## src/rtl/dw_pkg.sv

```systemverilog
// dw_pkg: shared state type, stride limit and output-size helper for the depthwise stage
package dw_pkg;
  typedef enum logic [1:0] {IDLE, RUN, DRAIN, DONE} wr_state_t;
  localparam int STRIDE_MAX = 2;
  function automatic logic [15:0] out_dim(input logic [15:0] dim, input logic [15:0] stride);
    return stride == 16'd2 ? 16'((17'(dim) + 17'd1) >> 1) : dim;
  endfunction
endpackage

```

## src/rtl/fmap_raster_cnt.sv

```systemverilog
// fmap_raster_cnt: raster-order row/col counter flagging the last pixel of a rows x cols plane
module fmap_raster_cnt #(
  parameter int ROW_W = 8,
  parameter int COL_W = 8
) (
  input  logic             clk,
  input  logic             rst_n,
  input  logic             clr,
  input  logic             inc,
  input  logic [ROW_W-1:0] rows,
  input  logic [COL_W-1:0] cols,
  output logic             last
);
  logic [ROW_W-1:0] row;
  logic [COL_W-1:0] col;
  logic             col_end;
  assign col_end = col == cols - COL_W'(1);
  assign last = col_end && row == rows - ROW_W'(1);
  always_ff @(posedge clk) begin
    if (!rst_n || clr) begin
      row <= '0;
      col <= '0;
    end else if (inc) begin
      col <= col_end ? '0 : col + COL_W'(1);
      row <= col_end ? row + ROW_W'(1) : row;
    end
  end
endmodule

```

## src/rtl/dw_fmap_writer.sv

```systemverilog
// dw_fmap_writer: scatters a raster int8 channel plane into HWC-interleaved SRAM with back-pressure.
// Optional write-stall counter enabled by DW_FMAP_WR_STALL_CNT_EN.
module dw_fmap_writer
  import dw_pkg::*;
#(
  parameter int DATA_W    = 8,
  parameter int MAX_IMG_W = 224,
  parameter int MAX_IMG_H = 224,
  parameter int ADDR_W    = 20
) (
  input  logic                         clk,
  input  logic                         rst_n,
  input  logic                         start,
  input  logic [$clog2(MAX_IMG_H)-1:0] cfg_img_h,
  input  logic [$clog2(MAX_IMG_W)-1:0] cfg_img_w,
  input  logic [$clog2(MAX_IMG_H)-1:0] cfg_stride,
  input  logic [ADDR_W-1:0]            cfg_base_addr,
  input  logic [ADDR_W-1:0]            cfg_ch_stride,
  input  logic [ADDR_W-1:0]            cfg_ch_idx,
  input  logic                         in_valid,
  output logic                         in_ready,
  input  logic [DATA_W-1:0]            in_data,
  output logic                         mem_wr_en,
  input  logic                         mem_wr_ready,
  output logic [ADDR_W-1:0]            mem_wr_addr,
  output logic [DATA_W-1:0]            mem_wr_data,
  output logic                         busy,
  output logic                         done,
  output logic                         err_cfg,
  output logic [31:0]                  stall_cycles
);
  localparam int HW = $clog2(MAX_IMG_H);
  localparam int WW = $clog2(MAX_IMG_W);
  wr_state_t     state;
  logic [HW-1:0] oh_q;
  logic [WW-1:0] ow_q;
  logic [ADDR_W-1:0] step_q, addr;
  logic accept, last, cfg_ok, launch;
  assign cfg_ok = cfg_img_h != '0 && cfg_img_w != '0 && cfg_stride != '0 && 32'(cfg_stride) <= STRIDE_MAX;
  assign launch = start && state == IDLE;
  assign in_ready = state == RUN && (!mem_wr_en || mem_wr_ready);
  assign accept = in_valid && in_ready;
  assign busy = state == RUN || state == DRAIN;
  fmap_raster_cnt #(.ROW_W(HW), .COL_W(WW)) u_cnt (
    .clk  (clk),
    .rst_n(rst_n),
    .clr  (launch),
    .inc  (accept),
    .rows (oh_q),
    .cols (ow_q),
    .last (last)
  );
  always_ff @(posedge clk) begin
    if (!rst_n) begin
      state       <= IDLE;
      oh_q        <= '0;
      ow_q        <= '0;
      step_q      <= '0;
      addr        <= '0;
      mem_wr_en   <= 1'b0;
      mem_wr_addr <= '0;
      mem_wr_data <= '0;
      done        <= 1'b0;
      err_cfg     <= 1'b0;
    end else begin
      done <= 1'b0;
      if (mem_wr_en && mem_wr_ready) mem_wr_en <= 1'b0;
      // an accept in the same cycle as a drained write replaces it without a bubble
      if (accept) begin
        mem_wr_en   <= 1'b1;
        mem_wr_addr <= addr;
        mem_wr_data <= in_data;
        addr        <= addr + step_q;
      end
      case (state)
        IDLE: if (start) begin
          oh_q    <= HW'(out_dim(16'(cfg_img_h), 16'(cfg_stride)));
          ow_q    <= WW'(out_dim(16'(cfg_img_w), 16'(cfg_stride)));
          step_q  <= cfg_ch_stride;
          addr    <= cfg_base_addr + cfg_ch_idx;
          err_cfg <= !cfg_ok;
          done    <= !cfg_ok;
          state   <= cfg_ok ? RUN : DONE;
        end
        RUN: if (accept && last) state <= DRAIN;
        DRAIN: if (mem_wr_ready) begin
          done  <= 1'b1;
          state <= DONE;
        end
        default: state <= IDLE;
      endcase
    end
  end
`ifdef DW_FMAP_WR_STALL_CNT_EN
  always_ff @(posedge clk) begin
    if (!rst_n || launch) stall_cycles <= '0;
    else if (busy && mem_wr_en && !mem_wr_ready && stall_cycles != '1) stall_cycles <= stall_cycles + 32'd1;
  end
`else
  assign stall_cycles = '0;
`endif
endmodule
```

## config.mk

```make
export PLATFORM = sky130hd
export DESIGN_NAME = dw_fmap_writer
export DESIGN_NICKNAME = d
export VERILOG_FILES = /design/src/rtl/dw_pkg.sv /design/src/rtl/fmap_raster_cnt.sv /design/src/rtl/dw_fmap_writer.sv
export SDC_FILE = /design/constraint.sdc
export NUM_CORES = 1
export LEC_CHECK = 0
export CAP_MARGIN = 40
export CORE_UTILIZATION = 54
export CTS_BUF_LIST = sky130_fd_sc_hd__clkbuf_2 sky130_fd_sc_hd__clkbuf_4 sky130_fd_sc_hd__clkbuf_8
export DETAILED_ROUTE_END_ITERATION = 8
export GPL_ROUTABILITY_DRIVEN = 0
export PLACE_DENSITY = 0.82
export REMOVE_ABC_BUFFERS = 1
export SETUP_SLACK_MARGIN = 0.15
export SYNTH_ARGS = -nofsm -noshare
export SYNTH_HDL_FRONTEND = slang
export SYNTH_SLANG_ARGS = --single-unit
```

## constraint.sdc

```tcl
create_clock -name clk -period 5.6 [get_ports clk]
set_input_delay 0.56 -clock clk [delete_from_list [all_inputs] [get_ports clk]]
set_output_delay 0.56 -clock clk [all_outputs]
set_load 0.005 [all_outputs]
```

* Yosys cells after proc, flatten, opt, wreduce, memory -nomap -nowiden *
Cells that the tools add are included.

word-level totals
  flip-flop bits (word level) = 105
  bits of input ports = 97
  output and inout bits = 65
  logic and storage cells = 68

operators by class
  add/sub/neg operators = 8
  magnitude comparators = 1
  eq/ne operators = 8
  multiplexer cells = 16
  reduce and logical (&&, ||, !) cells = 23

operator list
  cell                                                                              number
  20-bit two-way mux                                                                3
  20-bit adder                                                                      2
  8-bit two-way mux                                                                 3
  8-bit nonzero test                                                                3
  8-bit by 1-bit adder with 9-bit output, second input constant                     2
  8-bit by 1-bit adder with 8-bit output, second input constant                     2
  8-bit == test                                                                     2
  8-bit by 1-bit subtractor with 8-bit output, second input constant                2
  1-bit logical AND                                                                 9
  8-bit by 2-bit == test with 1-bit output, second input constant                   1
  8-bit by 2-bit less-or-equal comparator with 1-bit output, second input constant  1
  2-bit two-way mux                                                                 4
  2-bit one-hot mux with 3 select lines                                             1
  1-bit two-way mux                                                                 4
  2-bit inequality test, second input constant                                      2
  2-bit AND reduction                                                               2
  1-bit zero test                                                                   3
  1-bit logical OR                                                                  3
  3-bit AND reduction                                                               1
  2-bit by 1-bit == test with 1-bit output, second input constant                   1
  2-bit == test, second input constant                                              1
  2-bit zero test                                                                   1
  2-bit by 1-bit inequality test with 1-bit output, second input constant           1
  1-bit one-hot mux with 2 select lines                                             1
  2-bit nonzero test                                                                1

* Depth between registers and ports, before layout *
Gate-level depths: netlist of the first run.

  depth after elaboration = 7
  mapped depth = 11
  gate-level depth less buffers = 11

* Hierarchy *
Synthesis of the first run repeated with hierarchy kept, for this count alone.

second synthesis, totals
  cells, all modules = 885
  area total of the unflattened synthesis = 6869.1 µm²

modules (own cells, without submodules)
  module           instances  cells an instance  area each (µm²)
  dw_fmap_writer   1          744                5713.0
  fmap_raster_cnt  1          141                1156.1

* Worst setup path before layout of the first run *
No wires, ideal clock.

  kind = input-to-reg
  from = input cfg_base_addr[0]
  to = register addr[18]
  library setup time = 120 ps
  data arrival time = 2737 ps
  data required time = 5480 ps
  path slack = 2744 ps
  stages on the path = 10
  buffers on the path = 0
  cell sequence = ha_1 > fa_1 > a21o_1 > a211oi_1 > o21ai_1 > nand3_1 > nand2_1 > a2111oi_0 > nor4_1 > o31a_1

between the ends
  longest elaborated chain between the ends = 3

ends and longest elaborated chain
  item                  line                  RTL
  from (decl)           dw_fmap_writer.sv:17  input logic [ADDR_W-1:0] cfg_base_addr,
  20-bit adder          dw_fmap_writer.sv:80  addr <= cfg_base_addr + cfg_ch_idx;
  20-bit two-way mux    dw_fmap_writer.sv:76  IDLE: if (start) begin
  20-bit two-way mux    dw_fmap_writer.sv:75  case (state)
  to (signal assigned)  dw_fmap_writer.sv:73  addr <= addr + step_q;
  to (signal assigned)  dw_fmap_writer.sv:80
  to (decl)             dw_fmap_writer.sv:37  logic [ADDR_W-1:0] step_q, addr;

No other way between the ends.
A chain may end at the register's enable or synchronous reset.

* Worst setup path after layout of the first run *
Same ends and word-level chain as after synthesis.

==> reports/metrics.cfg, run 1 <==
[timing]
worst_slack_ns = 2.33
worst_pin_slew_ns = 0.681
slew_viol_final = 0
fmax_mhz = 306
setup_tns_ns = 0
layout_min_cycle_time_ns = 3.27
fin_crit_sh_pct = 58.4
setup_viol = 0
clock_skew_ns = 0.0114
max-slew-margin-rel_pct = 54.6
hold_violations = 0
rsz0062_at_grt = no

[clocking]
tritoncts = built
clock-sinks = 105
clk_pin_slew_ns = 0.10
cts_setup_buffers = 0
cts_buffers = 9
insertion_delay_ns = 0.38
cts.repair.resized = 0
htreeDepth = 3
cts_buffer_depth = 2
hold_buffers = 0
root_buffer = clkbuf_8

[critical_path]
cp.arrival_ns = 3.55
cp_max_fo = 3
end_kind = register
startpoint_type = input pin
required_ns = 5.88
crit_type = in -> reg

[detailed_routing]
wire_per_inst_um = 13.5
via_count = 6619
maxUsedRoutingLayer = met4
drtIter0Drc = 346
drtAntennaViolNets = 0
drt-vias-per-instance = 5.49
m1WireLength_mm = 7.45
dr.pass1.iters = 6
wl_met2_mm = 7.94
drt-total-wl_mm = 16.3
drc = 0
route.met3.wl_um = 661

[finish]
diodes = 0
drive_above_1_share_pct = 3.77
final.fill_count = 1087
num-nets-final = 1179
area_growth_syn_to_layout_pct = 21.5

[power_and_ir_drop]
max-vdd-ir-drop_mv = 0.215
total_power_mw = 2.54
p_leak_nw = 3.35
pwr_density_cell_mw_per_mm2 = 297

[synthesis]
yosysSeqAreaShare_pct = 29.9
avgSynthCellArea_um2 = 7.61
synth_flop_cell = dfxtp_1
synth_edf_count = 0
ys_warn_count = 0
netlist_instances = 922
ys_types = 63
synthesis.area_mm2 = 0.00702
ys_async_sr_fraction_pct = 0
ys_ff_latch = 105

[global_route]
grt_overflow = 0
groute.usage.overall_pct = 25.0
grt_pass1_wl_mm = 27.3
grt_start_max_net_pins = 64
grt_pass1_vias = 6017
antenna_found_initial = 0

[placement]
pre_cts_slack_ns = 1.97
place_hpwl_mm = 12.0
portBuffers = 129

[min_path]
hold_class = reg -> reg

[die]
die_w_um = 116
pin_count = 162
core_area_mm2 = 0.0127
start_util_pct = 55.4
rows = 41
die_y_um = 116
dieArea_mm2 = 0.0135

[status]
run_status = completed

[run]
max_cap_violations = 0

==> worst paths after layout <==
| check | start | to | slack, ns | cells past startpoint |
|---|---|---|---|---|
| setup reg to reg | addr[0]$_SDFF_PN0_ | addr[14]$_SDFF_PN0_ | 2.77 | 11 |
| hold reg to reg | mem_wr_addr[19]$_SDFFE_PN0P_ | mem_wr_addr[19]$_SDFFE_PN0P_ | 0.46 | 2 |
| hold / removal | mem_wr_addr[19]$_SDFFE_PN0P_ | mem_wr_addr[19]$_SDFFE_PN0P_ | 0.46 | 2 |
| setup / recovery | cfg_base_addr[0] | addr[18]$_SDFF_PN0_ | 2.33 | 11 |
==> registers in the layout (all words and copies together), names as in the netlist <==
| signal | cells |
|---|---|
| u_cnt.row | 8 |
| oh_q | 8 |
| err_cfg | 1 |
| ow_q | 8 |
| mem_wr_en | 1 |
| u_cnt.col | 8 |
| step_q | 20 |
| addr | 20 |
| mem_wr_addr | 20 |
| done | 1 |
| state | 2 |
| mem_wr_data | 8 |
==> Yosys cell counts, drive strengths merged (4+ instances only) <==
cell type / n / area, um2
a211oi: 19 / 143
a21o: 11 / 82.6
a21oi: 103 / 519
a221oi: 5 / 50.0
a311oi: 6 / 52.6
a31oi: 14 / 87.6
and2: 6 / 37.5
and3: 11 / 68.8
buf: 38 / 270
clkbuf: 32 / 130
dfxtp: 105 / 2100
ha: 50 / 626
inv: 32 / 120
mux2i: 8 / 80.1
nand2: 160 / 601
nand2b: 8 / 50.1
nand3: 24 / 120
nand3b: 4 / 30.0
nand4: 14 / 87.6
nor2: 73 / 274
nor2b: 5 / 31.3
nor3: 21 / 110
nor4: 8 / 56.3
o2111ai: 4 / 35.0
o211ai: 8 / 60.1
o21a: 6 / 45.0
o21ai: 37 / 185
o21bai: 4 / 30.0
o22ai: 5 / 31.3
o31a: 5 / 43.8
or3: 9 / 56.3
xnor2: 34 / 298
xor2: 26 / 228
==> cell type report <==
type / instances / area (um2) / area share (%)
Multi-Input combinational cell: 746 / 4520 / 53.0
Sequential cell: 105 / 2100 / 24.6
Timing Repair Buffer: 136 / 1400 / 16.4
Tap cell: 172 / 215 / 2.52
Clock buffer: 12 / 153 / 1.79
Inverter: 32 / 120 / 1.41
Clock inverter: 3 / 17.5 / 0.205
==> cells by family after synthesis <==
kind of cell    count (synthesis)  share of synthesized area, %
compound gates                239                          21.3
xor+xnor                       60                          7.49
fa+ha+maj                      52                          9.48
buf+inv                       102                          7.42
flops                         105                          29.9
mux                             9                          1.30
other cells                     1                        0.0534
simple gates                  354                          23.0
==> metal layers <==
layer	global-route usage [%]	vias up
li1	-	3402
met1	31.3	3068
met3	4.29	18
met4	6.24	0
met5	0	-
met2	44.5	131
==> through the flow <==
| stage | instances | util (%) | instance area, um2 | hold WS, ns |
|---|---|---|---|---|
| 2_1_floorplan | 883 | - | 6740 | 0.441 |
| 3_3_place_gp | 1187 | 65.3 | 8270 | 0.441 |
| 3_5_place_dp | 1191 | 66.0 | 8360 | 0.446 |
| 4_1_cts | 1206 | 67.3 | 8530 | 0.459 |
| 5_1_grt | 1206 | 67.3 | 8530 | 0.475 |
| 6_report | 1206 | 67.3 | 8530 | 0.456 |
==> layout by cell type, fill, tap and decap left out, types with 5 or more instances in the layout <==
master,netlist,routed
nand4_1,14,14
xor2_1,26,26
a311oi_1,6,6
xnor2_1,34,34
nand2_1,160,158
nor2_1,73,73
nor2b_1,5,5
o21a_1,6,6
conb_1,1,32
a21oi_1,102,102
and3_1,11,10
a211oi_1,19,19
or3_1,9,9
nand3_1,24,24
nand2b_1,8,8
inv_1,31,31
clkbuf_8,1,10
o31a_1,5,5
ha_1,50,50
a31oi_1,14,14
mux2i_1,8,8
and2_1,6,5
a21o_1,11,11
o21ai_0,33,33
dfxtp_1,105,105
nor3_1,20,20
o22ai_1,5,5
o211ai_1,8,8
nor4_1,7,7
clkdlybuf4s50_1,0,129
==> where the power goes <==
group / leakage, nW / internal, mW / total, mW / switching (mW)
sequential: 0.857 / 0.864 / 0.962 / 0.0978
clock: 0.0891 / 0.180 / 0.431 / 0.251
combinational: 2.40 / 0.503 / 1.14 / 0.640
==> worst max-delay path, stage by stage <==
cell and delay, ns:
clkdlybuf4s50_1 0.40, ha_1 0.25, fa_1 0.41, a21o_1 0.19, a211oi_1 0.35, o21ai_1 0.20, nand3_1 0.16, nand2_1 0.07
a2111oi_0 0.53, nor4_1 0.11, o31a_1 0.32
Power figures use the tool's default switching activity.
==> run 2: changes to the inputs <==
--- a/config.mk
+++ b/config.mk
@@ -6,11 +6,11 @@
 export NUM_CORES = 1
 export LEC_CHECK = 0
 export CAP_MARGIN = 40
-export CORE_UTILIZATION = 54
+export CORE_UTILIZATION = 47
 export CTS_BUF_LIST = sky130_fd_sc_hd__clkbuf_2 sky130_fd_sc_hd__clkbuf_4 sky130_fd_sc_hd__clkbuf_8
 export DETAILED_ROUTE_END_ITERATION = 8
 export GPL_ROUTABILITY_DRIVEN = 0
-export PLACE_DENSITY = 0.82
+export PLACE_DENSITY = 0.76
 export REMOVE_ABC_BUFFERS = 1
 export SETUP_SLACK_MARGIN = 0.15
 export SYNTH_ARGS = -nofsm -noshare
==> constraint.sdc (replaced) <==
create_clock -name clk -period 2.72 [get_ports clk]
set_input_delay 0.272 -clock clk [delete_from_list [all_inputs] [get_ports clk]]
set_output_delay 0.272 -clock clk [all_outputs]
set_load 0.005 [all_outputs]
==> reports/metrics.cfg, run 2 (same netlist as run 1, synthesis figures left out) <==
[detailed_routing]
route.met3.wl_um = 737
wire_per_inst_um = 13.5
via_count = 6825
wl_met2_mm = 8.06
drtAntennaViolNets = 0
drt-vias-per-instance = 5.45
drtIter0Drc = 309
m1WireLength_mm = 7.75
drt-total-wl_mm = 16.9
drc = 0
dr.pass1.iters = 4
maxUsedRoutingLayer = met4

[run]
max_cap_violations = 0

[critical_path]
path_delay_family = compound AO/OA/AOI/OAI gates
rrSetupSlack_ns = 0.25
end_kind = register
path_cells = ha_4, inv_2, fa_2, nor2b_2, o31a_1, o21bai_1, a21oi_1, buf_4, nor4_4, o31a_1, nor3_1, o32ai_1
crit_start = addr[0]$_SDFF_PN0_
timing.rr.end = addr[16]$_SDFF_PN0_
cp_max_fo = 5
max_stage_delay_ns = 0.37
crit_type = reg -> reg
required_ns = 2.99
reg2reg_depth = 12
cp.arrival_ns = 2.74
path_common_cell = o31a_1
timing.critical_path.buf_inv = 2
rr_startpoint = addr[0]$_SDFF_PN0_
startpoint_type = register
crit_slowest_cell = dfxtp_4

[timing]
fin_crit_sh_pct = 90.8
whs_ns = 0.431
slew_viol_final = 0
worst_pin_slew_ns = 0.518
rsz0062_at_grt = yes
setup_tns_ns = 0
setup_viol = 0
max-slew-margin-rel_pct = 65.3
clock_skew_ns = 0.0183
fmax_mhz = 405
hold_violations = 0
layout_min_cycle_time_ns = 2.47
worst_slack_ns = 0.250

[power_and_ir_drop]
p_leak_nw = 3.56
seqPwrFrac_pct = 35.8
max-vdd-ir-drop_mv = 0.334
power_frac_comb_pct = 44.4
pwr_density_cell_mw_per_mm2 = 621
switching_share_pct = 38.1
total_power_mw = 5.57
internal_power_mw = 3.45
power.share.clock_pct = 19.8
p_switching_mw = 2.12

[min_path]
hold_path_depth = 3
min_to = mem_wr_data[5]$_SDFFE_PN0P_
hold_start = in_data[5]
hold_class = in -> reg

[die]
die_w_um = 124
start_util_pct = 48.3
die_y_um = 124
rows = 44
pin_count = 162
dieArea_mm2 = 0.0154
core_area_mm2 = 0.0145

[clocking]
htreeDepth = 3
root_buffer = clkbuf_8
tritoncts = built
cts_buffers = 9
cts_buffer_depth = 2
clk_pin_slew_ns = 0.11
clock-sinks = 105
insertion_delay_ns = 0.38
hold_buffers = 0

[global_route]
grt_pass1_wl_mm = 28.5
grt_overflow = 0
antenna_found_initial = 0
grt_pass1_vias = 6354
grt_start_max_net_pins = 48
groute.usage.overall_pct = 21.8

[finish]
final_util_pct = 61.7
final_design_area_no_fill_mm2 = 0.00897
fin_cells = 1253
num-nets-final = 1213
layout_common_cells = nand2_1 (158), clkdlybuf4s50_1 (127), a21oi_1 (101)
area_growth_syn_to_layout_pct = 27.8
reg_top3 = addr: 20 flops, mem_wr_addr: 20 flops, step_q: 20 flops
drive_above_1_share_pct = 9.35
final_common_cell = nand2_1
diodes = 0

[status]
run_status = completed

[placement]
portBuffers = 129
placed_area_mm2 = 0.00856
pre_cts_slack_ns = -0.479
dpl.cell_count = 1231
place_hpwl_mm = 12.7

-- run 2: changes by cell type in the layout (fill, tap and decap cells not counted), moves of 3 or more --
| cell | previous run | this run |
|---|---|---|
| buf_4 | 3 | 38 |
| dfxtp_1 | 105 | 99 |
| dfxtp_2 | 0 | 5 |
| a211oi_1 | 19 | 16 |
| a211oi_2 | 0 | 3 |
| ha_1 | 50 | 47 |
| ha_4 | 0 | 3 |
-- run 2: power by group through the flow --
stage	registers (mW)	logic (mW)	clock network (mW)
after floorplan	1.96	1.59	0
after global placement	2.01	2.35	0
after detailed placement	2.01	2.39	0
after CTS	1.98	2.41	1.12
after global routing	2.03	2.77	1.19
final	1.99	2.48	1.10
-- run 2: how the worst max path moves through the flow --
| stage | slack [ns] | endpoint | cells past startpoint |
|---|---|---|---|
| global route | 0.13 | addr[16]$_SDFF_PN0_ | 12 |
| floorplan | -0.09 | addr[19]$_SDFF_PN0_ | 7 |
| finish | 0.25 | addr[16]$_SDFF_PN0_ | 12 |
| CTS | 0.16 | addr[16]$_SDFF_PN0_ | 12 |
| global placement | -0.46 | addr[18]$_SDFF_PN0_ | 12 |
| detailed placement | -0.48 | addr[18]$_SDFF_PN0_ | 12 |
-- run 2: layout make-up --
cell class,instances,area (um2)
Clock inverter,6,88.8
Timing Repair Buffer,170,1640
Multi-Input combinational cell,746,4640
Tap cell,184,230
Sequential cell,105,2110
Inverter,32,120
Clock buffer,10,138
Fill cell,1333,5560
-- run 2: timing repair --
item / CTS / global route
pin swaps: 2 / 11
gates cloned: 0 / 0
buffers inserted: 3 / 3
resized for setup: 9 / 26
endpoints found under the setup margin: 3 / 8
-- run 2: metal layers --
layer / global-route usage, % / up-vias
li1: - / 3474
met1: 26.5 / 3172
met2: 38.4 / 154
met3: 4.09 / 25
met4: 7.37 / 0
met5: 0 / -
-- run 2: tightest hold or removal path, cell delays in order --
cell and delay [ns]:
clkdlybuf4s50_1 0.40, nand2_1 0.06, a21oi_1 0.05
==> run 3: changes to the inputs <==
--- a/config.mk
+++ b/config.mk
@@ -13,6 +13,7 @@
 export PLACE_DENSITY = 0.76
 export REMOVE_ABC_BUFFERS = 1
 export SETUP_SLACK_MARGIN = 0.15
+export SKIP_CTS_REPAIR_TIMING = 1
 export SYNTH_ARGS = -nofsm -noshare
 export SYNTH_HDL_FRONTEND = slang
 export SYNTH_SLANG_ARGS = --single-unit
==> reports/metrics.cfg, run 3 (same netlist as run 1, synthesis figures left out) <==
[die]
dieArea_mm2 = 0.0154
rows = 44
core_area_mm2 = 0.0145
die_y_um = 124
start_util_pct = 48.3
die_w_um = 124
pin_count = 162

[finish]
final_design_area_no_fill_mm2 = 0.00896
final.fill_count = 1336
area_growth_syn_to_layout_pct = 27.6
fin_cells = 1251
num-nets-final = 1211
drive_above_1_share_pct = 9.56
final_util_pct = 61.6
reg_top3 = addr: 20 flops, mem_wr_addr: 20 flops, step_q: 20 flops
final_common_cell = nand2_1
diodes = 0
layout_common_cells = nand2_1 (158), clkdlybuf4s50_1 (129), a21oi_1 (101)

[power_and_ir_drop]
pwr_density_cell_mw_per_mm2 = 623
total_power_mw = 5.58
max-vdd-ir-drop_mv = 0.333
p_leak_nw = 3.53

[min_path]
hold_class = in -> reg
min_to = mem_wr_data[5]$_SDFFE_PN0P_
hold_path_depth = 3
hold_start = in_data[5]

[critical_path]
end_kind = register
startpoint_type = input pin
path_cells = clkdlybuf4s50_1, ha_2, fa_2, a21o_1, a211oi_2, o21ai_2, nand3_2, nand2_1, a2111oi_2, buf_4, nor4_1, o31a_1
path_delay_family = compound AO/OA/AOI/OAI gates
rr_startpoint = addr[8]$_SDFF_PN0_
required_ns = 3.01
rrSetupSlack_ns = 0.25
cp.arrival_ns = 2.77
timing.critical_path.buf_inv = 2
crit_slowest_cell = clkdlybuf4s50_1
cp_max_fo = 2
crit_type = in -> reg
timing.rr.end = addr[19]$_SDFF_PN0_
reg2reg_depth = 9
max_stage_delay_ns = 0.41

[placement]
dpl.cell_count = 1231
portBuffers = 129
pre_cts_slack_ns = -0.479
placed_area_mm2 = 0.00856
place_hpwl_mm = 12.7

[timing]
max-slew-margin-rel_pct = 65.5
worst_slack_ns = 0.235
fin_crit_sh_pct = 91.4
layout_min_cycle_time_ns = 2.48
rsz0062_at_grt = yes
clock_skew_ns = 0.0177
setup_viol = 0
worst_pin_slew_ns = 0.515
fmax_mhz = 402
whs_ns = 0.432
slew_viol_final = 0
hold_violations = 0
setup_tns_ns = 0

[status]
run_status = completed

[clocking]
htreeDepth = 3
cts_buffer_depth = 2
cts_buffers = 9
tritoncts = built
clock-sinks = 105
insertion_delay_ns = 0.38
root_buffer = clkbuf_8
clk_pin_slew_ns = 0.11

[detailed_routing]
dr.pass1.iters = 5
drtAntennaViolNets = 0
via_count = 6818
wire_per_inst_um = 13.6
drc = 0
drt-total-wl_mm = 17.0
drt-vias-per-instance = 5.45
drtIter0Drc = 333

[global_route]
grt_overflow = 0
groute.usage.overall_pct = 21.8
grt_pass1_wl_mm = 28.4
grt_pass1_vias = 6339
antenna_found_initial = 0
grt_start_max_net_pins = 48

[run]
max_cap_violations = 0

[run 3: area by class of cell]
| cell class | count | area, um2 | area share (%) |
|---|---|---|---|
| multi-input combinational | 746 | 4650 | 51.9 |
| tap | 184 | 230 | 2.57 |
| clock buffer | 10 | 138 | 1.54 |
| timing repair buffer | 168 | 1620 | 18.1 |
| inverter | 32 | 120 | 1.34 |
| clock inverter | 6 | 88.8 | 0.992 |
| sequential | 105 | 2110 | 23.6 |
[run 3: worst max-delay path by stage]
stage | slack, ns | cells past startpoint | endpoint | from
after CTS | -0.06 | 12 | addr[18]$_SDFF_PN0_ | cfg_base_addr[0]
final | 0.24 | 12 | addr[18]$_SDFF_PN0_ | cfg_base_addr[0]
after global routing | 0.13 | 12 | addr[14]$_SDFF_PN0_ | addr[0]$_SDFF_PN0_
after floorplan | -0.09 | 7 | addr[19]$_SDFF_PN0_ | state[0]$_SDFFE_PN0P_
after global placement | -0.46 | 12 | addr[18]$_SDFF_PN0_ | cfg_base_addr[0]
after detailed placement | -0.48 | 12 | addr[18]$_SDFF_PN0_ | cfg_base_addr[0]
[run 3: routing by layer]
layer  global-route usage [%]  vias up  wire length (um)
li1                         -     3462                 -
met1                     26.5     3148              7760
met5                        0        -                 0
met2                     38.1      178              8000
met3                     4.01       30               824
met4                     7.51        0               402
[run 3: power by group]
part           leakage (nW)  internal [mW]  switching (mW)  total [mW]
combinational          2.56           1.12            1.37        2.49
sequential            0.859           1.79           0.207        1.99
clock                 0.109          0.545           0.551        1.10
total                  3.53           3.45            2.13        5.58
[run 3: tightest hold or removal path, cell delays in order]
cell             delay, ns
clkdlybuf4s50_1       0.40
nand2_1               0.06
a21oi_1               0.05
